`config.mk`:
```
export PLATFORM = sky130hd
export DESIGN_NAME = load_store_unit
export DESIGN_NICKNAME = d
export VERILOG_FILES = /design/src/rtl/riscv_pkg.sv /design/src/rtl/load_align.sv /design/src/rtl/load_store_unit.sv
export SDC_FILE = /design/constraint.sdc
export NUM_CORES = 1
export LEC_CHECK = 0
export CAP_MARGIN = 20
export CORE_UTILIZATION = 48
export DETAILED_ROUTE_END_ITERATION = 8
export GPL_TIMING_DRIVEN = 0
export PLACE_DENSITY = 0.91
export SLEW_MARGIN = 20
export SYNTH_ARGS = -nofsm -noshare
export SYNTH_HDL_FRONTEND = slang
export SYNTH_SLANG_ARGS = --single-unit
export TNS_END_PERCENT = 100
```
`constraint.sdc`:
```
create_clock -name clk -period 3 [get_ports clk]
set_input_delay 0.6 -clock clk [delete_from_list [all_inputs] [get_ports clk]]
set_output_delay 0.6 -clock clk [all_outputs]
set_load 0.01 [all_outputs]
```
`src/rtl/riscv_pkg.sv`:
```
// Shared RV32I definitions for the memory stage: funct3 codes, LSU FSM states, store strobes.
package riscv_pkg;

    localparam logic [2:0] F3_LB  = 3'b000;
    localparam logic [2:0] F3_LH  = 3'b001;
    localparam logic [2:0] F3_LW  = 3'b010;
    localparam logic [2:0] F3_LBU = 3'b100;
    localparam logic [2:0] F3_LHU = 3'b101;
    localparam logic [2:0] F3_SB  = 3'b000;
    localparam logic [2:0] F3_SH  = 3'b001;
    localparam logic [2:0] F3_SW  = 3'b010;

    typedef enum logic [1:0] {
        ST_IDLE   = 2'd0,
        ST_REQ    = 2'd1,
        ST_WAIT_R = 2'd2,
        ST_DONE   = 2'd3
    } lsu_state_t;

    localparam logic [3:0] STRB_B = 4'b0001;
    localparam logic [3:0] STRB_H = 4'b0011;
    localparam logic [3:0] STRB_W = 4'b1111;

endpackage

```
`src/rtl/load_align.sv`:
```
// Picks the addressed byte/halfword out of a memory word and sign- or zero-extends it.
module load_align
    import riscv_pkg::*;
#(
    parameter int DATA_WIDTH = 32
) (
    input  logic [DATA_WIDTH-1:0] mem_rdata,
    input  logic [1:0]            addr_lo,
    input  logic [2:0]            funct3,
    output logic [DATA_WIDTH-1:0] rdata
);

    logic [DATA_WIDTH-1:0] b_shift;
    logic [DATA_WIDTH-1:0] h_shift;
    logic [7:0]            b_sel;
    logic [15:0]           h_sel;

    always_comb begin
        b_shift = mem_rdata >> {addr_lo, 3'b000};
        h_shift = mem_rdata >> {addr_lo[1], 4'b0000};
        b_sel   = b_shift[7:0];
        h_sel   = h_shift[15:0];
        case (funct3)
            F3_LB:   rdata = {{(DATA_WIDTH-8){b_sel[7]}}, b_sel};
            F3_LBU:  rdata = {{(DATA_WIDTH-8){1'b0}}, b_sel};
            F3_LH:   rdata = {{(DATA_WIDTH-16){h_sel[15]}}, h_sel};
            F3_LHU:  rdata = {{(DATA_WIDTH-16){1'b0}}, h_sel};
            default: rdata = mem_rdata;
        endcase
    end

endmodule

```
`src/rtl/load_store_unit.sv`:
```
// RV32I load/store unit: request/grant/response memory port, store lane shifting, load extension.
// Define MISALIGN_TRAP_EN to flag misaligned accesses; otherwise addresses are forced to natural alignment.
module load_store_unit
    import riscv_pkg::*;
#(
    parameter int DATA_WIDTH = 32,
    parameter int ADDR_WIDTH = 32
) (
    input  logic                  clk,
    input  logic                  rst_n,
    input  logic                  lsu_valid,
    output logic                  lsu_ready,
    input  logic                  lsu_load,
    input  logic [2:0]            lsu_funct3,
    input  logic [ADDR_WIDTH-1:0] lsu_addr,
    input  logic [DATA_WIDTH-1:0] lsu_wdata,
    input  logic [4:0]            lsu_rd,
    output logic                  lsu_stall,
    output logic                  lsu_done,
    output logic                  lsu_wb_en,
    output logic [DATA_WIDTH-1:0] lsu_rdata,
    output logic [4:0]            lsu_rd_out,
    output logic                  lsu_error,
    output logic                  mem_req,
    input  logic                  mem_gnt,
    output logic                  mem_we,
    output logic [ADDR_WIDTH-1:0] mem_addr,
    output logic [3:0]            mem_wstrb,
    output logic [DATA_WIDTH-1:0] mem_wdata,
    input  logic                  mem_rvalid,
    input  logic [DATA_WIDTH-1:0] mem_rdata,
    output lsu_state_t            dbg_state
);

    lsu_state_t            state_q, state_d;
    logic [ADDR_WIDTH-1:0] addr_q, addr_d;
    logic [2:0]            funct3_q, funct3_d;
    logic                  load_q, load_d;
    logic [4:0]            rd_q, rd_d;
    logic [DATA_WIDTH-1:0] wdata_q, wdata_d;
    logic [3:0]            wstrb_q, wstrb_d;
    logic                  err_q, err_d;
    logic [DATA_WIDTH-1:0] rdata_q, rdata_d;
    logic [4:0]            rd_out_q, rd_out_d;

    logic [1:0]            size;
    logic                  f3_illegal;
    logic                  misaligned;
    logic [ADDR_WIDTH-1:0] addr_eff;
    logic [3:0]            strb_new;
    logic [DATA_WIDTH-1:0] wdata_new;
    logic [DATA_WIDTH-1:0] load_ext;

    // Decode of the operation presented at the input; only used in the acceptance cycle.
    always_comb begin
        size       = lsu_funct3[1:0];
        f3_illegal = lsu_load ? (lsu_funct3 == 3'b011 || lsu_funct3[2:1] == 2'b11)
                              : (lsu_funct3 > F3_SW);
        addr_eff   = lsu_addr;
`ifdef MISALIGN_TRAP_EN
        misaligned = (size == 2'b01 && lsu_addr[0]) ||
                     (size == 2'b10 && lsu_addr[1:0] != 2'b00);
`else
        misaligned = 1'b0;
        if (size == 2'b01) addr_eff[0] = 1'b0;
        if (size == 2'b10) addr_eff[1:0] = 2'b00;
`endif
        case (size)
            2'b00: begin
                strb_new  = STRB_B << addr_eff[1:0];
                wdata_new = {(DATA_WIDTH/8){lsu_wdata[7:0]}};
            end
            2'b01: begin
                strb_new  = STRB_H << {addr_eff[1], 1'b0};
                wdata_new = {(DATA_WIDTH/16){lsu_wdata[15:0]}};
            end
            default: begin
                strb_new  = STRB_W;
                wdata_new = lsu_wdata;
            end
        endcase
    end

    load_align #(.DATA_WIDTH(DATA_WIDTH)) u_load_align (
        .mem_rdata (mem_rdata),
        .addr_lo   (addr_q[1:0]),
        .funct3    (funct3_q),
        .rdata     (load_ext)
    );

    always_comb begin
        state_d  = state_q;
        addr_d   = addr_q;
        funct3_d = funct3_q;
        load_d   = load_q;
        rd_d     = rd_q;
        wdata_d  = wdata_q;
        wstrb_d  = wstrb_q;
        err_d    = err_q;
        rdata_d  = rdata_q;
        rd_out_d = rd_out_q;
        case (state_q)
            ST_IDLE: begin
                if (lsu_valid) begin
                    addr_d   = addr_eff;
                    funct3_d = lsu_funct3;
                    load_d   = lsu_load;
                    rd_d     = lsu_rd;
                    wdata_d  = wdata_new;
                    wstrb_d  = lsu_load ? 4'b0000 : strb_new;
                    err_d    = f3_illegal || misaligned;
                    state_d  = (f3_illegal || misaligned) ? ST_DONE : ST_REQ;
                end
            end
            ST_REQ: begin
                if (mem_gnt) state_d = load_q ? ST_WAIT_R : ST_DONE;
            end
            ST_WAIT_R: begin
                if (mem_rvalid) begin
                    rdata_d  = load_ext;
                    rd_out_d = rd_q;
                    state_d  = ST_DONE;
                end
            end
            default: state_d = ST_IDLE;
        endcase
    end

    always_ff @(posedge clk or negedge rst_n) begin
        if (!rst_n) begin
            state_q  <= ST_IDLE;
            addr_q   <= '0;
            funct3_q <= '0;
            load_q   <= 1'b0;
            rd_q     <= '0;
            wdata_q  <= '0;
            wstrb_q  <= '0;
            err_q    <= 1'b0;
            rdata_q  <= '0;
            rd_out_q <= '0;
        end else begin
            state_q  <= state_d;
            addr_q   <= addr_d;
            funct3_q <= funct3_d;
            load_q   <= load_d;
            rd_q     <= rd_d;
            wdata_q  <= wdata_d;
            wstrb_q  <= wstrb_d;
            err_q    <= err_d;
            rdata_q  <= rdata_d;
            rd_out_q <= rd_out_d;
        end
    end

    // Request signals decode straight from state so reset drops them without waiting for a clock.
    assign lsu_ready  = (state_q == ST_IDLE);
    assign lsu_stall  = (state_q != ST_IDLE) || lsu_valid;
    assign lsu_done   = (state_q == ST_DONE);
    assign lsu_wb_en  = (state_q == ST_DONE) && load_q && !err_q;
    assign lsu_error  = (state_q == ST_DONE) && err_q;
    assign lsu_rdata  = rdata_q;
    assign lsu_rd_out = rd_out_q;
    assign mem_req    = (state_q == ST_REQ);
    assign mem_we     = (state_q == ST_REQ) && !load_q;
    assign mem_addr   = {addr_q[ADDR_WIDTH-1:2], 2'b00};
    assign mem_wstrb  = wstrb_q;
    assign mem_wdata  = wdata_q;
    assign dbg_state  = state_q;

endmodule

```
==> impl_metrics.ini, run 1 <==
[timing]
min_period_over_period = 0.821
tightest_slew_ps = 655
hold_viol_final = 0
fin_crit_ps = 2460
fin_skew_ps = 6.49
rsz0062_at_grt = no
setup_viol = 0
max_freq_mhz = 406
drv_slew = 0
slew_headroom = 0.563

[final_layout]
area_growth_pct = 52.3
most-common-layout-cells = 219 x clkdlybuf4s50_1, 117 x dfrtp_1, 84 x nand2_1
finalNonFillerCells = 943
layout-drive-gt1-share = 0.179
final_common_cell = clkdlybuf4s50_1
n_antenna_cell = 0
fin_nets = 901

[detailed_routing]
drc = 34
drt-vias-per-instance = 5.53
routed_wl_um = 17900
drtAntennaViolNets = 0
first_iter_violations = 285
dr.pass1.iters = 7
wl_per_cell_um = 19.0
vias = 5215

[yosys]
yosysSeqAreaShare = 0.512
ys.flop_type = dfrtp_1
syn_inst = 546
synth-seq-cells = 117
syn_area_mm2 = 0.00572
synth_cell_types = 39
async_flop_share = 1.00
synth_area_per_cell_um2 = 10.5
ys_warn_count = 0
synth_edf_count = 0

[job]
drv_cap = 0

[pwr]
p_per_area_mw_per_mm2 = 1060
ir_worst_vdd_mv = 0.598
power.total_mw = 9.27
p_leak_nw = 3.73

[clock_tree]
clock_sinks = 117
clkLatencyLatePin_ps = 410
cts_buffers = 17
ctsResizeCount = 0
cts_tree = built
postCtsSetupRepairBufs = 0
postCtsHoldBufs = 0
htree_num_levels = 4
clockBufferDepth = 2
cts_root_buffer = clkbuf_16
clkTransAtPathRegs_ps = 50

[worst_setup_path]
max_stage_delay_ps = 570
start_kind = flop
end_kind = output port
critPathRequiredTime_ps = 2400
crit_family = buffers and inverters
cp_cell_sequence = inv_1 -> ha_1 -> inv_1 -> nor2_1 -> clkdlybuf4s50_1
crit_type = reg2out
slowest_stage = clkdlybuf4s50_1
crit_path_max_fanout = 5
cpMostUsedCell = inv_1
critPathArrivalTime_ps = 1860
cp_num_buf_inv = 3

[place]
placedCellCount = 911
port_buffers = 220
gp_congestion = 0.905
hpwl_um = 13300

[global_routing]
grt_pass1_wl_um = 28400
antenna_found_initial = 0
grt_use_total = 0.297
grt_max_degree = 63
grt_overflow_total = 0
grt_pass1_vias = 5487

[worst_hold_path]
hold_path_class = in2async

[floorplan]
coreArea_mm2 = 0.0115
die_area_mm2 = 0.0124
die_y_um = 111
rows = 39
die_x_um = 111
start_util = 0.497
io-pin-count = 224

[status]
outcome = finished, violations left
failed_checks = DRC
[metal layers]
| layer | GRT usage | wire, µm |
|---|---|---|
| met4 | 0.122 | 486 |
| met1 | 0.340 | 6610 |
| met5 | 0 | 0 |
| met3 | 0.0935 | 1870 |
| met2 | 0.515 | 8980 |
[layout make-up]
class | instances | area [µm²]
multi-input cells | 357 | 2380
clock buffers | 19 | 443
flip-flops and latches | 117 | 2930
inverters | 8 | 30.0
fillers | 743 | 2810
repair buffers | 221 | 2230
clock inverters | 13 | 134
well taps | 143 | 179
plain buffers | 65 | 387
[final timing paths]
check | startpoint | end | slack, ps | depth (start not counted)
hold / removal | rst_n | addr_q[2] | 170 | 1
hold reg to reg | rd_q[4] | lsu_rd_out[4] | 470 | 2
max in group asynchronous | rst_n | mem_wdata[6] | 2130 | 2
setup reg to reg | dbg_state[0] | mem_wdata[24] | 620 | 7
setup / recovery | dbg_state[1] | mem_we | 540 | 5
min in group clk | rd_q[4] | lsu_rd_out[4] | 470 | 2
[worst reg2reg max path, stage by stage, from the launching register on]
cell	delay (ps)
dfrtp_1	420
inv_1	90
ha_1	260
nand2_1	330
clkbuf_1	490
buf_1	470
nand2_1	150
o21ai_0	100
[synthesized netlist by cell type, types with 4 or more instances]
master	count	area share
mux2i_1	26	0.045
clkbuf_1	19	0.012
ha_1	4	0.0087
nand2_1	84	0.055
nand3b_1	9	0.012
a211oi_2	10	0.022
o31ai_1	7	0.0092
a21oi_1	37	0.032
nor2_1	36	0.024
mux2_2	54	0.11
buf_1	6	0.0039
a211oi_1	6	0.0079
inv_1	8	0.0052
dfrtp_1	117	0.51
o21ai_0	47	0.041
a22oi_1	4	0.0052
buf_4	32	0.042
nor3_1	7	0.0061
buf_2	6	0.0052
[logic make-up after synthesis]
kind of cell / share of synthesized area
simple gates: 0.118
compound gates: 0.134
flops: 0.512
mux: 0.154
buf+inv: 0.0728
fa+ha+maj: 0.00875
other cells: 0.000656
[power breakdown]
group,internal [mW],switching (mW)
Sequential,2.37,0.498
Clock,1.24,0.745
Combinational,2.44,1.97
[flip-flops by register name, summed over array words and instances, names as in the netlist]
register,cells
load_q,1
mem_wstrb,4
addr_q,32
lsu_rd_out,5
err_q,1
rd_q,5
lsu_rdata,32
mem_wdata,32
dbg_state,2
funct3_q,3
[through the flow]
stage / hold slack [ps] / TNS (ps) / setup WS [ps] / area [µm²] / utilization
4_1_cts: 192 / 0 / 519 / 8710 / 0.756
3_3_place_gp: 444 / -355150 / -3040 / 8110 / 0.704
2_1_floorplan: 304 / 0 / 1200 / 5720 / -
6_report: 174 / 0 / 536 / 8710 / 0.756
3_5_place_dp: 455 / 0 / 416 / 8130 / 0.706
5_1_grt: 224 / 0 / 396 / 8710 / 0.756
Power figures use the tool's default switching activity.
==> inputs of run 2 (changes only) <==
Settings changed: CORE_UTILIZATION 48 to 40, PLACE_DENSITY 0.91 to 0.81.
Clock period 3 ns to 2.2 ns, I/O delays scaled along.
==> run 2 against run 1 <==
Against the previous run:
- the flow now finishes without violations
- utilization shrank 12 points
- sequential share of layout area down 0.50 points
- critical path depth down 2
- clock power increased by 44%
- largest power group unchanged
- highest routed layer unchanged
==> impl_metrics.ini, run 2 (synthesis gave the netlist of run 1 again) <==
[pwr]
p_comb_frac = 0.472
ir_worst_vdd_mv = 0.797
switchingPower_mw = 4.21
p_per_area_mw_per_mm2 = 1440
power_frac_seq = 0.303
pwr-share-clk = 0.225
p_leak_nw = 3.82
power.total_mw = 12.7
sw_frac_of_total = 0.331
p_int_mw = 8.50

[floorplan]
coreArea_mm2 = 0.0139
die_area_mm2 = 0.0148
die_y_um = 122
io-pin-count = 224
rows = 43
start_util = 0.411
die_x_um = 122

[timing]
slew_headroom = 0.552
layout_setup_ws_ps = 76.0
whs_ps = 12.8
rsz0062_at_grt = yes
setup_viol = 0
max_freq_mhz = 471
fin_skew_ps = 8.16
fin_crit_ps = 2120
min_period_over_period = 0.965
hold_viol_final = 0
drv_slew = 0
tightest_slew_ps = 672

[place]
gp_congestion = 0.867
placedCellCount = 948
place_ws_ps = -379
post_dp_cell_area_mm2 = 0.00818
hpwl_um = 12300
port_buffers = 220

[worst_setup_path]
reg2reg_setup_slack_ps = 100
crit_type = reg2out
r2r_start = dbg_state[1]
r2r-end = lsu_rdata[0]
start_kind = flop
reg2regPathDepth = 7
critPathArrivalTime_ps = 1680
crit_path_max_fanout = 4
end_kind = output port
critPathRequiredTime_ps = 1760

[clock_tree]
clkTransAtPathRegs_ps = 50
htree_num_levels = 4
postCtsHoldBufs = 0
cts_root_buffer = clkbuf_16
clkLatencyLatePin_ps = 410
cts_buffers = 17
clock_sinks = 117
cts_tree = built
clockBufferDepth = 2

[detailed_routing]
wl_per_cell_um = 17.2
vias = 5093
drt-vias-per-instance = 5.19
drc = 0
drtAntennaViolNets = 0
routed_wl_um = 16900
first_iter_violations = 321
dr.pass1.iters = 5

[global_routing]
grt_pass1_wl_um = 26100
grt_overflow_total = 0
antenna_found_initial = 1
grt_max_degree = 61
grt_use_total = 0.236
grt_pass1_vias = 5007

[final_layout]
fin_nets = 903
area_growth_pct = 54.6
finalNonFillerCells = 982
multiInputGateArea_mm2 = 0.00240
final_area_mm2 = 0.00884
most-common-layout-cells = 215 x clkdlybuf4s50_1, 117 x dfrtp_1, 83 x nand2_1
fillers = 1121
final_common_cell = clkdlybuf4s50_1
register_area_mm2 = 0.00293
layout-drive-gt1-share = 0.191

[worst_hold_path]
hold_path_class = in2async

[job]
drv_cap = 0

[status]
outcome = completed
-- run 2: power groups by stage --
stage          Clock [mW]  Combinational (mW)  Sequential, mW
6_report             2.86                5.99            3.85
5_1_grt              3.00                6.48            3.99
4_1_cts              2.92                6.02            3.85
3_5_place_dp            0                5.95            3.89
3_3_place_gp            0                5.86            3.84
2_1_floorplan           0                2.75            4.08
-- run 2: cell type report --
type	count	area share
Antenna cell	1	0.000283
Timing Repair Buffer	223	0.254
Inverter	8	0.00340
Clock buffer	24	0.0556
Tap cell	180	0.0255
Buffer	65	0.0447
Clock inverter	7	0.0136
Sequential cell	117	0.331
Multi-Input combinational cell	357	0.272
-- run 2: how the worst max path moves through the flow --
stage	startpoint	endpoint	slack, ps
final	dbg_state[0]	mem_req	80
after global routing	dbg_state[1]	lsu_rdata[0]	-30
after CTS	dbg_state[0]	lsu_wb_en	-10
after detailed placement	lsu_valid	mem_wdata[30]	-380
after global placement	rst_n	mem_wdata[2]	-3970
after floorplan	dbg_state[0]	addr_q[10]	400
-- run 2: critical path, stage by stage, from the launching register on --
cell,delay (ps)
dfrtp_1,430
buf_4,160
ha_1,200
clkdlybuf4s50_1,490
-- run 2: routing by layer --
metal	wire [µm]	track usage	vias to the layer above
met3	1620	0.0974	35
met2	8020	0.377	245
met4	451	0.100	0
met5	0	0	-
li1	-	-	2355
met1	6840	0.279	2458
-- run 2: timing repair --
item | in CTS | in global routing
resized for setup | 7 | 9
buffers inserted | 2 | 0
endpoints found under the setup margin | 40 | 63
cloned | 0 | 0
-- run 2: per-stage QoR --
| stage | setup TNS (ps) | util |
|---|---|---|
| 2_1_floorplan | 0 | - |
| 3_3_place_gp | -474080 | 0.585 |
| 3_5_place_dp | -10560 | 0.587 |
| 4_1_cts | -12.1 | 0.632 |
| 5_1_grt | -34.1 | 0.635 |
| 6_report | 0 | 0.635 |
